## src/rtl/sram_arbiter_pkg.sv

```systemverilog
// Shared types for the SRAM arbiter: access-sequencer states and owner codes.
package sram_arbiter_pkg;

   typedef enum logic [1:0] {
      StIdle   = 2'd0,
      StAccess = 2'd1,
      StDone   = 2'd2
   } seq_state_e;

   typedef enum logic {
      OwnVga = 1'b0,
      OwnCpu = 1'b1
   } owner_e;

endpackage

```

## src/rtl/sram_arbiter_seq.sv

```systemverilog
// SRAM access sequencer: latches one granted access, drives the SRAM pins for
// WaitCycles+1 cycles, captures read data and flags completion for one cycle.
module sram_arbiter_seq
   import sram_arbiter_pkg::*;
#(
   parameter int unsigned AddrW      = 19,
   parameter int unsigned WaitCycles = 2
) (
   input  logic             clk,
   input  logic             rst_n,
   input  logic             start_i,
   input  owner_e           owner_i,
   input  logic [AddrW-1:0] addr_i,
   input  logic             we_i,
   input  logic [31:0]      wdata_i,
   input  logic [31:0]      mem_din_i,
   output logic             idle_o,
   output logic             done_o,
   output owner_e           owner_o,
   output logic [31:0]      rdata_o,
   output logic [AddrW-1:0] mem_addr_o,
   output logic [31:0]      mem_dout_o,
   output logic             mem_ce_n_o,
   output logic             mem_oe_n_o,
   output logic             mem_we_n_o
);

   localparam int unsigned CntW = (WaitCycles > 0) ? $clog2(WaitCycles + 1) : 1;

   seq_state_e       state_q;
   owner_e           owner_q;
   logic [CntW-1:0]  cnt_q;
   logic             we_q;
   logic             done_q;
   logic [31:0]      rdata_q;
   logic [AddrW-1:0] mem_addr_q;
   logic [31:0]      mem_dout_q;
   logic             ce_n_q, oe_n_q, we_n_q;

   always_ff @(posedge clk or negedge rst_n) begin
      if (!rst_n) begin
         state_q    <= StIdle;
         owner_q    <= OwnVga;
         cnt_q      <= '0;
         we_q       <= 1'b0;
         done_q     <= 1'b0;
         rdata_q    <= '0;
         mem_addr_q <= '0;
         mem_dout_q <= '0;
         ce_n_q     <= 1'b1;
         oe_n_q     <= 1'b1;
         we_n_q     <= 1'b1;
      end else begin
         done_q <= 1'b0;
         unique case (state_q)
            StIdle: begin
               if (start_i) begin
                  state_q    <= StAccess;
                  owner_q    <= owner_i;
                  we_q       <= we_i;
                  mem_addr_q <= addr_i;
                  mem_dout_q <= wdata_i;
                  cnt_q      <= CntW'(WaitCycles);
                  ce_n_q     <= 1'b0;
                  oe_n_q     <= we_i;
                  // Write strobe never asserts in the final ACCESS cycle (data hold).
                  we_n_q     <= !(we_i && (WaitCycles != 0));
               end
            end
            StAccess: begin
               if (cnt_q == '0) begin
                  if (!we_q) rdata_q <= mem_din_i;
                  ce_n_q  <= 1'b1;
                  oe_n_q  <= 1'b1;
                  we_n_q  <= 1'b1;
                  done_q  <= 1'b1;
                  state_q <= StDone;
               end else begin
                  cnt_q <= cnt_q - 1'b1;
                  if (cnt_q == CntW'(1)) we_n_q <= 1'b1;
               end
            end
            StDone:  state_q <= StIdle;
            default: state_q <= StIdle;
         endcase
      end
   end

   assign idle_o     = (state_q == StIdle);
   assign done_o     = done_q;
   assign owner_o    = owner_q;
   assign rdata_o    = rdata_q;
   assign mem_addr_o = mem_addr_q;
   assign mem_dout_o = mem_dout_q;
   assign mem_ce_n_o = ce_n_q;
   assign mem_oe_n_o = oe_n_q;
   assign mem_we_n_o = we_n_q;

endmodule

```

## src/rtl/sram_arbiter.sv

```systemverilog
// Shares one SRAM between the VGA fetcher (priority) and the CPU; a VGA streak
// limit guarantees CPU progress while both are requesting.
module sram_arbiter
   import sram_arbiter_pkg::*;
#(
   parameter int unsigned ADDR_W        = 19,
   parameter int unsigned WAIT_CYCLES   = 2,
   parameter int unsigned VGA_BURST_MAX = 4
) (
   input  logic              clk,
   input  logic              rst_n,
   input  logic              vga_read_i,
   input  logic [31:0]       vga_addr_i,
   output logic [31:0]       vga_data_o,
   output logic              vga_rdy_o,
   input  logic              cpu_req_i,
   input  logic              cpu_we_i,
   input  logic [31:0]       cpu_addr_i,
   input  logic [31:0]       cpu_wdata_i,
   output logic [31:0]       cpu_rdata_o,
   output logic              cpu_ack_o,
   output logic [ADDR_W-1:0] mem_addr_o,
   output logic [31:0]       mem_dout_o,
   input  logic [31:0]       mem_din_i,
   output logic              mem_ce_n_o,
   output logic              mem_oe_n_o,
   output logic              mem_we_n_o
);

   localparam int unsigned StreakW = $clog2(VGA_BURST_MAX + 1);
   localparam logic [StreakW-1:0] StreakMax = StreakW'(VGA_BURST_MAX);

   logic [StreakW-1:0] streak_q, streak_d;
   logic               idle, done, start, grant_vga, grant_cpu;
   owner_e             owner_sel, owner_done;
   logic [ADDR_W-1:0]  addr_sel;
   logic [31:0]        rdata;
   logic               unused_addr_bits;

   assign unused_addr_bits = ^{vga_addr_i[1:0], vga_addr_i[31:ADDR_W+2],
                               cpu_addr_i[1:0], cpu_addr_i[31:ADDR_W+2]};

   always_comb begin
      grant_vga = vga_read_i && (!cpu_req_i || (streak_q != StreakMax));
      grant_cpu = cpu_req_i && !grant_vga;
      start     = idle && (grant_vga || grant_cpu);
      owner_sel = grant_vga ? OwnVga : OwnCpu;
      addr_sel  = grant_vga ? vga_addr_i[ADDR_W+1:2] : cpu_addr_i[ADDR_W+1:2];
      streak_d  = streak_q;
      if (idle) begin
         if (!cpu_req_i || grant_cpu) begin
            streak_d = '0;
         end else if (grant_vga && (streak_q != StreakMax)) begin
            streak_d = streak_q + 1'b1;
         end
      end
   end

   always_ff @(posedge clk or negedge rst_n) begin
      if (!rst_n) streak_q <= '0;
      else        streak_q <= streak_d;
   end

   sram_arbiter_seq #(
      .AddrW      (ADDR_W),
      .WaitCycles (WAIT_CYCLES)
   ) u_seq (
      .clk        (clk),
      .rst_n      (rst_n),
      .start_i    (start),
      .owner_i    (owner_sel),
      .addr_i     (addr_sel),
      .we_i       (grant_cpu && cpu_we_i),
      .wdata_i    (cpu_wdata_i),
      .mem_din_i  (mem_din_i),
      .idle_o     (idle),
      .done_o     (done),
      .owner_o    (owner_done),
      .rdata_o    (rdata),
      .mem_addr_o (mem_addr_o),
      .mem_dout_o (mem_dout_o),
      .mem_ce_n_o (mem_ce_n_o),
      .mem_oe_n_o (mem_oe_n_o),
      .mem_we_n_o (mem_we_n_o)
   );

   assign vga_rdy_o   = done && (owner_done == OwnVga);
   assign cpu_ack_o   = done && (owner_done == OwnCpu);
   assign vga_data_o  = rdata;
   assign cpu_rdata_o = rdata;

endmodule
```

## config.mk

```make
export PLATFORM = sky130hd
export DESIGN_NAME = sram_arbiter
export DESIGN_NICKNAME = d
export VERILOG_FILES = /design/src/rtl/sram_arbiter_pkg.sv /design/src/rtl/sram_arbiter_seq.sv /design/src/rtl/sram_arbiter.sv
export SDC_FILE = /design/constraint.sdc
export NUM_CORES = 1
export LEC_CHECK = 0
export BUFFER_PORTS_ARGS = -buffer_cell sky130_fd_sc_hd__buf_4
export CAP_MARGIN = 10
export CORE_ASPECT_RATIO = 1.75
export CORE_MARGIN = 2
export CORE_UTILIZATION = 38
export DETAILED_ROUTE_END_ITERATION = 10
export PLACE_DENSITY = 0.68
export SLEW_MARGIN = 25
export SYNTH_ARGS = -nofsm -noshare
export SYNTH_HDL_FRONTEND = slang
export SYNTH_SLANG_ARGS = --single-unit
export TNS_END_PERCENT = 50
```

## constraint.sdc

```tcl
create_clock -name clk -period 1.9 [get_ports clk]
set_clock_uncertainty 0.05 [all_clocks]
set_input_delay 0.19 -clock clk [delete_from_list [all_inputs] [get_ports clk]]
set_output_delay 0.19 -clock clk [all_outputs]
set_load 0.005 [all_outputs]
```

==> impl_results.md <==
* Leak Pwr at 3.12 nW
* CTS H-tree depth at 3
* Maxcap violations at 0
* Filler cell count at 973
* Buf+Inv Stages, Crit Path at 3
* Pre-CTS WS at 0.0690 ns
* Share of layout cells above drive strength 1 at 54.1%
* Synth Register Bits at 96
* Slew @ Worst Pin at 0.594 ns
* Vias in the first global route at 3553
* Initial antenna violation count at 0
* Synth async-reset ratio at 100%
* Setup ws final at 0.0841 ns
* Global-route wire length before repair at 18100 um
* WP data arrival at 1.99 ns
* Ys flop type: dfrtp_1
* Synth unique cells at 41
* TritonCTS clock tree: built
* IO Port Bufs at 226
* Layout Cells excl Fill at 693
* Clock root cell: clkbuf_16
* Drt total wl at 11600 um
* Commonest cells after routing, fill and taps aside: buf_4 (237), dfrtp_1 (93), mux2_1 (32)
* Starting Density at 38.5%
* # nets final at 690
* Largest net degree at the start of global routing at 55
* Synthesis Warnings at 0
* Grt total ovfl at 0
* Clk Latency, worst-skew pair at 0.34 ns
* Max IR drop VDD at 0.874 mV
* Mapped Nets at 480
* Crit path capture type: flop
* Status: completed
* Power Total at 10.6 mW
* Boundary pin count at 253
* # resized after CTS at 0
* Final Cycle Share at 95.6%
* CORE AREA at 11500 sq um
* P_sw at 3.30 mW
* Sequential Power Share at 36.1%
* CP Class: reg2reg
* Cell Rows at 52
* Crit-path max cell delay at 0.40 ns
* Hold Path Origin: cpu_wdata_i[24]
* Routed Antenna Nets at 0
* Fin crit period at 1.82 ns
* Crit-path leading delay family: flip-flops
* CTS clk-pin slew, worst paths at 0.07 ns
* Seq/Total Area, Yosys at 54.6%
* Worst r2r dst: u_seq.rdata_o[22]
* Drt drc at 0
* Clock share of power at 17.3%
* Vias post-DR at 3426
* Sink Count at 96
* Post-Route Utilization at 56.6%
* RSZ-0062 raised after global routing: false
* Post-Syn Area per Cell at 12.8 sq um
* Most common cell after layout, fill and taps aside: buf_4
* Hold path cells at 2
* Sw frac at 31.3%
* Internal at 7.26 mW
* Worst Path Required at 2.07 ns
* Share of power burned in combinational logic at 46.6%
* Max-slew violations at 0
* Gp weighted congestion at 0.764
* Hold Crit Class: in2reg
* R2R Path Start: u_seq.cnt_q[0]
* Layout area overhead at 47.1%
* Detailed placement HPWL at 8620 um
* Relative slew slack at 60.4%
* Hold Vio Cnt, Final at 0
* Worst Hold End: u_seq.mem_dout_o[24]
* Number of synthesized flops with an enable pin at 0
* 1st-iter DRT viols at 71
* Synthesized instance count at 343
* Peak Freq at 551 MHz
* Worst setup SP type: flop
* Die Y at 146 um
* Setup-failing EPs final at 0
* Routed WL per cell at 16.8 um
* Slowest CP cell: dfrtp_1
* Ant diodes at 0
* Post-Syn Area at 4400 sq um
* CP Cell Sequence: inv_1 > ha_1 > and3b_4 > nor2b_4 > buf_12 > clkbuf_16 > mux2_4
* Cts bufs inserted at 9
* Vias per std cell at 4.94
* PwrDens at 1630 nW/um^2
* R2r setup slk at 0.08 ns
* CTS max path bufs at 2
* CP max FO at 13
* Gr usage total at 18.2%
* Die X at 85.4 um
* Total die area at 12500 sq um
* Placed Cells at 663
* R2R depth at 7
* Setup TNS at 0 ns
* First-pass detailed-route iteration total at 4
## cell families after synthesis
group,count (synthesis),synth area share (%)
compound gates,71,8.95
buf+inv,63,10.1
fa+ha+maj,4,1.14
mux,65,19.1
flops,96,54.6
simple gates,44,6.02
## routing by layer
metal / vias to the layer above / part of all wire [%] / GRT usage [%]
met1: 1659 / 35 / 20.2
met4: 0 / 2.2 / 7.62
met2: 151 / 56 / 32.3
met5: - / 0 / 0
li1: 1598 / - / -
met3: 18 / 7.0 / 4.80
## timing repair
item,CTS,global route
setup endpoints to repair,0,2
buffers inserted,0,1
hold buffers,11,0
endpoints found under the hold margin,30,0
## metrics by stage
stage / hold WS, ns / area [sq um]
2_1_floorplan: -0.156 / 4400
3_3_place_gp: 0.0471 / 6000
3_5_place_dp: 0.0550 / 6000
4_1_cts: 0.000487 / 6410
5_1_grt: 0.00186 / 6480
6_report: 0.0146 / 6480
## worst max path at each step
stage	startpoint	slack (ns)	depth (start not counted)	to
6_report	u_seq.cnt_q[0]	0.08	7	u_seq.rdata_o[22]
2_1_floorplan	u_seq.cnt_q[0]	0.23	7	u_seq.rdata_o[0]
3_5_place_dp	u_seq.cnt_q[1]	0.07	6	u_seq.rdata_o[29]
4_1_cts	u_seq.cnt_q[1]	0.07	6	u_seq.rdata_o[29]
5_1_grt	u_seq.cnt_q[1]	0.009	7	u_seq.rdata_o[22]
3_3_place_gp	u_seq.cnt_q[0]	0.11	6	u_seq.rdata_o[28]
## cell type report
type                       instances  area, sq um  share of cell area (%)
timing repair buffer             254         2020                    31.2
clock inverter                     7         77.6                    1.20
clock buffer                       9          225                    3.48
inverter                           8         30.0                   0.463
sequential                        96         2410                    37.1
multi-input combinational        184         1550                    24.0
tap                              135          169                    2.61
## power by group through the flow
stage                     Combinational [mW]  Clock (mW)  Sequential [mW]
after floorplan                         2.64           0             3.79
after global placement                  4.74           0             3.79
after detailed placement                4.85           0             3.84
after CTS                               4.87        1.90             3.83
after global routing                    5.29        1.98             3.96
final                                   4.92        1.82             3.82
## cells in the mapped netlist, types with 5 or more instances
cell type	n	share of area, %
nand2_1	5	0.43
inv_1	7	0.60
a21oi_1	21	2.4
nand3_1	22	2.5
mux2_4	30	10
o21ai_0	23	2.6
mux2_1	32	8.2
buf_4	33	5.6
buf_2	5	0.57
a31oi_1	20	2.8
dfrtp_1	93	53
clkbuf_1	9	0.77
## flip-flops by register name, indices dropped and copies added, names as in the netlist
| register | flops |
|---|---|
| u_seq.we_q | 1 |
| streak_q | 3 |
| u_seq.mem_dout_o | 32 |
| u_seq.mem_ce_n_o | 1 |
| u_seq.state_q | 2 |
| u_seq.owner_o | 1 |
| u_seq.done_o | 1 |
| u_seq.mem_we_n_o | 1 |
| u_seq.mem_oe_n_o | 1 |
| u_seq.mem_addr_o | 19 |
| u_seq.rdata_o | 32 |
| u_seq.cnt_q | 2 |
No activity file was read; power rests on OpenSTA's default activity.
